## src/rtl/regfile_writeback.sv

```systemverilog
// Write-back stage: merges ALU results with FIFO-buffered load results onto the
// register-file write port and tracks outstanding loads. Optional: REGFILE_WB_BYPASS_EN.
module regfile_writeback #(
    parameter int DEPTH = 4,
    parameter int CNT_W = 3
) (
    input  logic             clk,
    input  logic             rst_n,
    input  logic             alu_valid,
    input  logic [4:0]       alu_rd,
    input  logic [31:0]      alu_data,
    input  logic             ld_valid,
    output logic             ld_ready,
    input  logic [4:0]       ld_rd,
    input  logic [31:0]      ld_data,
    input  logic             issue_valid,
    input  logic [4:0]       issue_rd,
    output logic [31:0]      pending,
    output logic             write,
    output logic [4:0]       wrAddr,
    output logic [31:0]      wrData,
    output logic [CNT_W-1:0] fifo_count
);
    localparam int PTR_W = $clog2(DEPTH);

    logic [4:0]       r_mem_rd   [DEPTH];
    logic [31:0]      r_mem_data [DEPTH];
    logic [PTR_W-1:0] r_wr_ptr;
    logic [PTR_W-1:0] r_rd_ptr;
    logic [CNT_W-1:0] r_count;
    logic             r_write;
    logic [4:0]       r_wr_addr;
    logic [31:0]      r_wr_data;
    logic [31:0]      r_pending;

    logic             w_full;
    logic             w_empty;
    logic             w_alu_sel;
    logic             w_bypass;
    logic             w_push;
    logic             w_pop;
    logic             w_sel_valid;
    logic [4:0]       w_sel_rd;
    logic [31:0]      w_sel_data;
    logic [31:0]      w_clr_mask;
    logic [31:0]      w_set_mask;

    assign w_full    = (r_count == CNT_W'(DEPTH));
    assign w_empty   = (r_count == '0);
    assign w_alu_sel = alu_valid && (alu_rd != 5'd0);

`ifdef REGFILE_WB_BYPASS_EN
    // Empty FIFO and idle ALU: a fresh load skips the queue entirely.
    assign w_bypass = !w_alu_sel && w_empty && ld_valid && (ld_rd != 5'd0);
`else
    assign w_bypass = 1'b0;
`endif

    // Pop only looks at the ALU; an x0 ALU write does not steal the port.
    assign w_pop  = !w_alu_sel && !w_empty;
    assign w_push = ld_valid && !w_full && (ld_rd != 5'd0) && !w_bypass;

    always_comb begin
        w_sel_valid = 1'b0;
        w_sel_rd    = r_wr_addr;
        w_sel_data  = r_wr_data;
        w_clr_mask  = '0;
        if (w_alu_sel) begin
            w_sel_valid = 1'b1;
            w_sel_rd    = alu_rd;
            w_sel_data  = alu_data;
        end else if (w_pop) begin
            w_sel_valid = 1'b1;
            w_sel_rd    = r_mem_rd[r_rd_ptr];
            w_sel_data  = r_mem_data[r_rd_ptr];
            w_clr_mask  = 32'h1 << r_mem_rd[r_rd_ptr];
        end else if (w_bypass) begin
            w_sel_valid = 1'b1;
            w_sel_rd    = ld_rd;
            w_sel_data  = ld_data;
            w_clr_mask  = 32'h1 << ld_rd;
        end
    end

    assign w_set_mask = (issue_valid && (issue_rd != 5'd0)) ? (32'h1 << issue_rd) : '0;

    always_ff @(posedge clk or negedge rst_n) begin
        if (!rst_n) begin
            r_wr_ptr  <= '0;
            r_rd_ptr  <= '0;
            r_count   <= '0;
            r_write   <= 1'b0;
            r_wr_addr <= '0;
            r_wr_data <= '0;
            r_pending <= '0;
        end else begin
            if (w_push) r_wr_ptr <= r_wr_ptr + PTR_W'(1);
            if (w_pop)  r_rd_ptr <= r_rd_ptr + PTR_W'(1);
            case ({w_push, w_pop})
                2'b10:   r_count <= r_count + CNT_W'(1);
                2'b01:   r_count <= r_count - CNT_W'(1);
                default: r_count <= r_count;
            endcase
            r_write   <= w_sel_valid;
            r_wr_addr <= w_sel_rd;
            r_wr_data <= w_sel_data;
            // Set after clear so a re-issued load keeps its register pending.
            r_pending <= ((r_pending & ~w_clr_mask) | w_set_mask) & ~32'h1;
        end
    end

    always_ff @(posedge clk) begin
        if (w_push) begin
            r_mem_rd[r_wr_ptr]   <= ld_rd;
            r_mem_data[r_wr_ptr] <= ld_data;
        end
    end

    assign ld_ready   = !w_full;
    assign pending    = r_pending;
    assign write      = r_write;
    assign wrAddr     = r_wr_addr;
    assign wrData     = r_wr_data;
    assign fifo_count = r_count;

endmodule

```

## config.mk

```make
export PLATFORM = sky130hd
export DESIGN_NAME = regfile_writeback
export DESIGN_NICKNAME = d
export VERILOG_FILES = /design/src/rtl/regfile_writeback.sv
export SDC_FILE = /design/constraint.sdc
export NUM_CORES = 1
export LEC_CHECK = 0
export CORE_MARGIN = 4
export CORE_UTILIZATION = 47
export DETAILED_ROUTE_END_ITERATION = 8
export PLACE_DENSITY = 0.78
export SLEW_MARGIN = 20
export SYNTH_ARGS = -nofsm -noshare
export SYNTH_HDL_FRONTEND = slang
export SYNTH_SLANG_ARGS = --single-unit
```

## constraint.sdc

```tcl
create_clock -name clk -period 2.1 [get_ports clk]
set_input_delay 0.525 -clock clk [delete_from_list [all_inputs] [get_ports clk]]
set_output_delay 0.525 -clock clk [all_outputs]
set_load 0.005 [all_outputs]
```

==> Implementation_results.wiki <==
{| class="wikitable"
! Metric !! Value
|-
| Number of nets produced by synthesis || 623
|-
| Maximum clock frequency || 461 MHz
|-
| Depth of the CTS H-tree || 1
|-
| Placed insts || 933
|-
| Syn_area_per_cell || 16.7 um^2
|-
| DR pass1 iterations || 5
|-
| Pins Over Slew Limit || 0
|-
| Category of the worst setup path launch point || flop
|-
| Detail Route met3 WL || 1.43 mm
|-
| Worst hold margin || 262 ps
|-
| Via density per instance || 5.67
|-
| Synthesized flop and latch total || 224
|-
| CP startpoint || r_rd_ptr[0]$_DFFE_PN0N_
|-
| Top cell types by occurrence after synthesis || 148 x sky130_fd_sc_hd__edfxtp_1, 76 x sky130_fd_sc_hd__dfrtp_1, 41 x sky130_fd_sc_hd__nor2_1
|-
| CP most frequent cell || sky130_fd_sc_hd__o31ai_1
|-
| Met1 wire length || 8.19 mm
|-
| Non-Filler Cell Area, Final || 12000 um^2
|-
| Average wire per standard cell || 22.0 um
|-
| Leak pwr || 4.54 nW
|-
| Element type at the critical path end || flop
|-
| Portion of the clock cycle consumed by the worst path in the final layout || 103%
|-
| CP delay by family, top || multiplexers
|-
| Number of buffers added by the clock tree synthesis step || 23
|-
| Synthesis-to-finish area growth || 34.6%
|-
| Setup violation total in the final timing report || 8
|-
| Layout Skew || 12.5 ps
|-
| Fraction of registers with async set/reset || 33.9%
|-
| CP Data Arrival Time || 2530 ps
|-
| Count of flip-flops with a built-in enable after synthesis || 148
|-
| Max-cap viol count || 0
|-
| # rows || 50
|-
| Via count || 5566
|-
| Pin slew with the least headroom to its limit || 535 ps
|-
| Number of inserted diodes || 0
|-
| Buffers added on ports || 156
|-
| RSZ-0062 raised after global routing || true
|-
| Proportion of layout cells with a drive suffix above 1 || 22.2%
|-
| Yosys warnings || 0
|-
| Most instantiated library cell after synthesis || sky130_fd_sc_hd__edfxtp_1
|-
| Post-Place Cell Area || 11100 um^2
|-
| Initial core utilization || 47.6%
|-
| DRC violations left || 0
|-
| Post-layout minimum cycle time || 2170 ps
|-
| Top_reg_cell synth || sky130_fd_sc_hd__edfxtp_1
|-
| Initial antenna violation count || 1
|-
| Area contributors post-synth || sky130_fd_sc_hd__edfxtp_1 50%, sky130_fd_sc_hd__dfrtp_1 21%, sky130_fd_sc_hd__mux4_2 9.4%, sky130_fd_sc_hd__mux2i_1 4.2%, sky130_fd_sc_hd__o31ai_1 3.4%
|-
| Placeable core area || 18700 um^2
|-
| Number of cells on the critical path || 5
|-
| Critical path required time || 2470 ps
|-
| Highest signal layer in the routed design || met5
|-
| Final estimated routing congestion in global placement || 0.824
|-
| Setup Crit Path Kind || flop to flop
|-
| Largest area contributor in the synthesized netlist || sky130_fd_sc_hd__edfxtp_1
|-
| Worst max-slew margin expressed relative to the limit || 64.3%
|-
| Fin. Hold Viols || 0
|-
| Number of violations reported at the end of detailed-routing iteration 0 || 367
|-
| Maximum number of pins on one net before global-route repair || 43
|-
| Run status || finished, violations left
|-
| Worst reg-to-reg setup slack || -70 ps
|-
| CTS clock-pin slew for the worst setup and hold paths || 60 ps
|-
| First-pass GRT wire length || 33.1 mm
|-
| Failing checks || negative setup slack
|-
| Final setup margin || -67.5 ps
|-
| Via count of the first global-routing pass || 5943
|-
| Fraction of post-synthesis cell area in the top cell type by area || 49.9%
|-
| Die Height || 146 um
|-
| Maximum root-to-sink buffer count || 3
|-
| Type of the worst min-delay path || primary input to flop
|-
| Post-DRT Antenna Nets || 0
|-
| WL met2 || 11.4 mm
|-
| Synth Cell Area || 8910 um^2
|-
| TritonCTS clock tree || built
|-
| Worst path slowest cell || sky130_fd_sc_hd__mux4_2
|-
| CP cell instances || mux4_2, or4_4, buf_8, o31ai_1, o31ai_1
|-
| Number of top-level pins || 158
|-
| Clk sinks || 224
|-
| CP bufs+invs || 1
|-
| Die outline width || 146 um
|-
| Count of nets after finishing || 820
|-
| Largest incremental delay on the critical path || 570 ps
|-
| DPL Wire Length || 14.2 mm
|-
| Total GRT Usage || 19.5%
|-
| Final core utilization || 64.1%
|-
| WL final || 21.6 mm
|-
| Overall overflow remaining after global route || 0
|-
| Capturing element of the worst setup path || pending[24]$_DFF_PN0_
|-
| Seq/Total Area, Yosys || 71.2%
|-
| Clock latency at the later pin of the worst-skew pair || 510 ps
|-
| Synthesized instance count || 533
|-
| Layout Cells excl Fill || 981
|-
| Endpoint of the most critical register-to-register path || pending[24]$_DFF_PN0_
|-
| Peak supply drop || 0.830 mV
|-
| Total Die Area || 21200 um^2
|-
| Clock Root Buffer || sky130_fd_sc_hd__clkbuf_16
|-
| R2r worst-path depth || 5
|-
| Worst R2R Start || r_rd_ptr[0]$_DFFE_PN0N_
|-
| Number of distinct library cells after synthesis || 38
|-
| Maximum net fanout on the critical path || 8
|-
| Power density over cell area || 1370 nW/um^2
|}
[cell families after synthesis]
| logic type | share of synthesized area (%) |
|---|---|
| buffers and inverters | 2.01 |
| adders and majority gates | 0.927 |
| other | 0.0421 |
| muxes | 13.8 |
| and+or+nand+nor | 4.21 |
| xor gates and xnor gates | 0.590 |
| AOI/OAI and AO/OA | 7.25 |
| DFF | 71.2 |
[what timing repair did]
action,4_1_cts,5_1_grt
cloned,1,1
hold buffers,1,0
setup endpoints to repair,19,32
gates resized for setup,21,42
pin swaps,1,8
buffers inserted,3,0
hold endpoints to repair,8,0
[where the power goes]
| part | switching [W] | internal (W) |
|---|---|---|
| Sequential | 0.000598 | 0.00598 |
| Clock | 0.00165 | 0.00215 |
| Combinational | 0.00285 | 0.00320 |
| Total | 0.00510 | 0.0113 |
[state kept, by name, summed over array words and instances (netlist names)]
| signal | flops |
|---|---|
| pending | 31 |
| r_wr_ptr | 2 |
| r_rd_ptr | 2 |
| r_mem_data | 128 |
| r_mem_rd | 20 |
| fifo_count | 3 |
| wrAddr | 5 |
| wrData | 32 |
| write | 1 |
[worst min-delay path by stage]
stage	startpoint	endpoint	slack, ps	cells past startpoint
4_1_cts	ld_rd[0]	r_mem_rd[3][0]$_DFFE_PP_	350	1
6_report	ld_rd[0]	r_mem_rd[3][0]$_DFFE_PP_	260	1
2_1_floorplan	rst_n	fifo_count[0]$_DFFE_PN0P_	230	0
3_3_place_gp	pending[4]$_DFF_PN0_	pending[4]$_DFF_PN0_	490	2
3_5_place_dp	pending[4]$_DFF_PN0_	pending[4]$_DFF_PN0_	490	2
5_1_grt	ld_rd[2]	r_mem_rd[2][2]$_DFFE_PP_	260	1
[layout by cell type (no fill, tap or decap), types with 2 or more instances in the layout]
cell and n:
sky130_fd_sc_hd__clkinv_2 5, sky130_fd_sc_hd__buf_6 2, sky130_fd_sc_hd__clkbuf_8 3, sky130_fd_sc_hd__mux2i_1 37
sky130_fd_sc_hd__nand2b_2 3, sky130_fd_sc_hd__o21ai_0 3, sky130_fd_sc_hd__o31ai_1 23, sky130_fd_sc_hd__clkbuf_1 7
sky130_fd_sc_hd__o31ai_4 5, sky130_fd_sc_hd__dlymetal6s2s_1 5, sky130_fd_sc_hd__nand3_1 3, sky130_fd_sc_hd__mux2_2 2
sky130_fd_sc_hd__o31ai_2 16, sky130_fd_sc_hd__buf_4 38, sky130_fd_sc_hd__buf_2 2, sky130_fd_sc_hd__inv_1 5
sky130_fd_sc_hd__dfrtp_2 2, sky130_fd_sc_hd__and2_2 4, sky130_fd_sc_hd__clkdlybuf4s50_1 145, sky130_fd_sc_hd__edfxtp_1 148
sky130_fd_sc_hd__nor2_1 41, sky130_fd_sc_hd__nand2_1 12, sky130_fd_sc_hd__a21oi_1 36, sky130_fd_sc_hd__buf_12 8
sky130_fd_sc_hd__dfrtp_1 74, sky130_fd_sc_hd__mux4_2 37, sky130_fd_sc_hd__xnor2_1 3, sky130_fd_sc_hd__xor2_1 3
sky130_fd_sc_hd__ha_1 4, sky130_fd_sc_hd__o21ai_1 13, sky130_fd_sc_hd__nand2b_1 3, sky130_fd_sc_hd__nor3_2 2
sky130_fd_sc_hd__nand3b_1 4, sky130_fd_sc_hd__clkbuf_16 24, sky130_fd_sc_hd__clkinv_1 2
[metal layers]
metal	vias up	global-route usage [%]
met5	-	0
met4	2	4.51
met3	52	4.17
met2	279	35.0
met1	2773	24.3
li1	2460	-
[layout make-up]
| class | instances | area (um^2) |
|---|---|---|
| clock buffer | 33 | 643 |
| sequential | 224 | 6350 |
| fill | 1270 | 6720 |
| tap | 234 | 293 |
| clock inverter | 9 | 63.8 |
| inverter | 6 | 22.5 |
| timing repair buffer | 206 | 2070 |
| multi-input combinational | 269 | 2550 |
[metrics by stage]
stage / power, W / setup TNS, ps / setup slack (ps)
after floorplan: 0.00950 / -486 / -300
after CTS: 0.0162 / -29.3 / -29.3
after global routing: 0.0173 / -696 / -110
after detailed placement: 0.0123 / -101500 / -814
final: 0.0164 / -265 / -67.5
after global placement: 0.0120 / -92930 / -733
(Power assumes the default switching activity.)
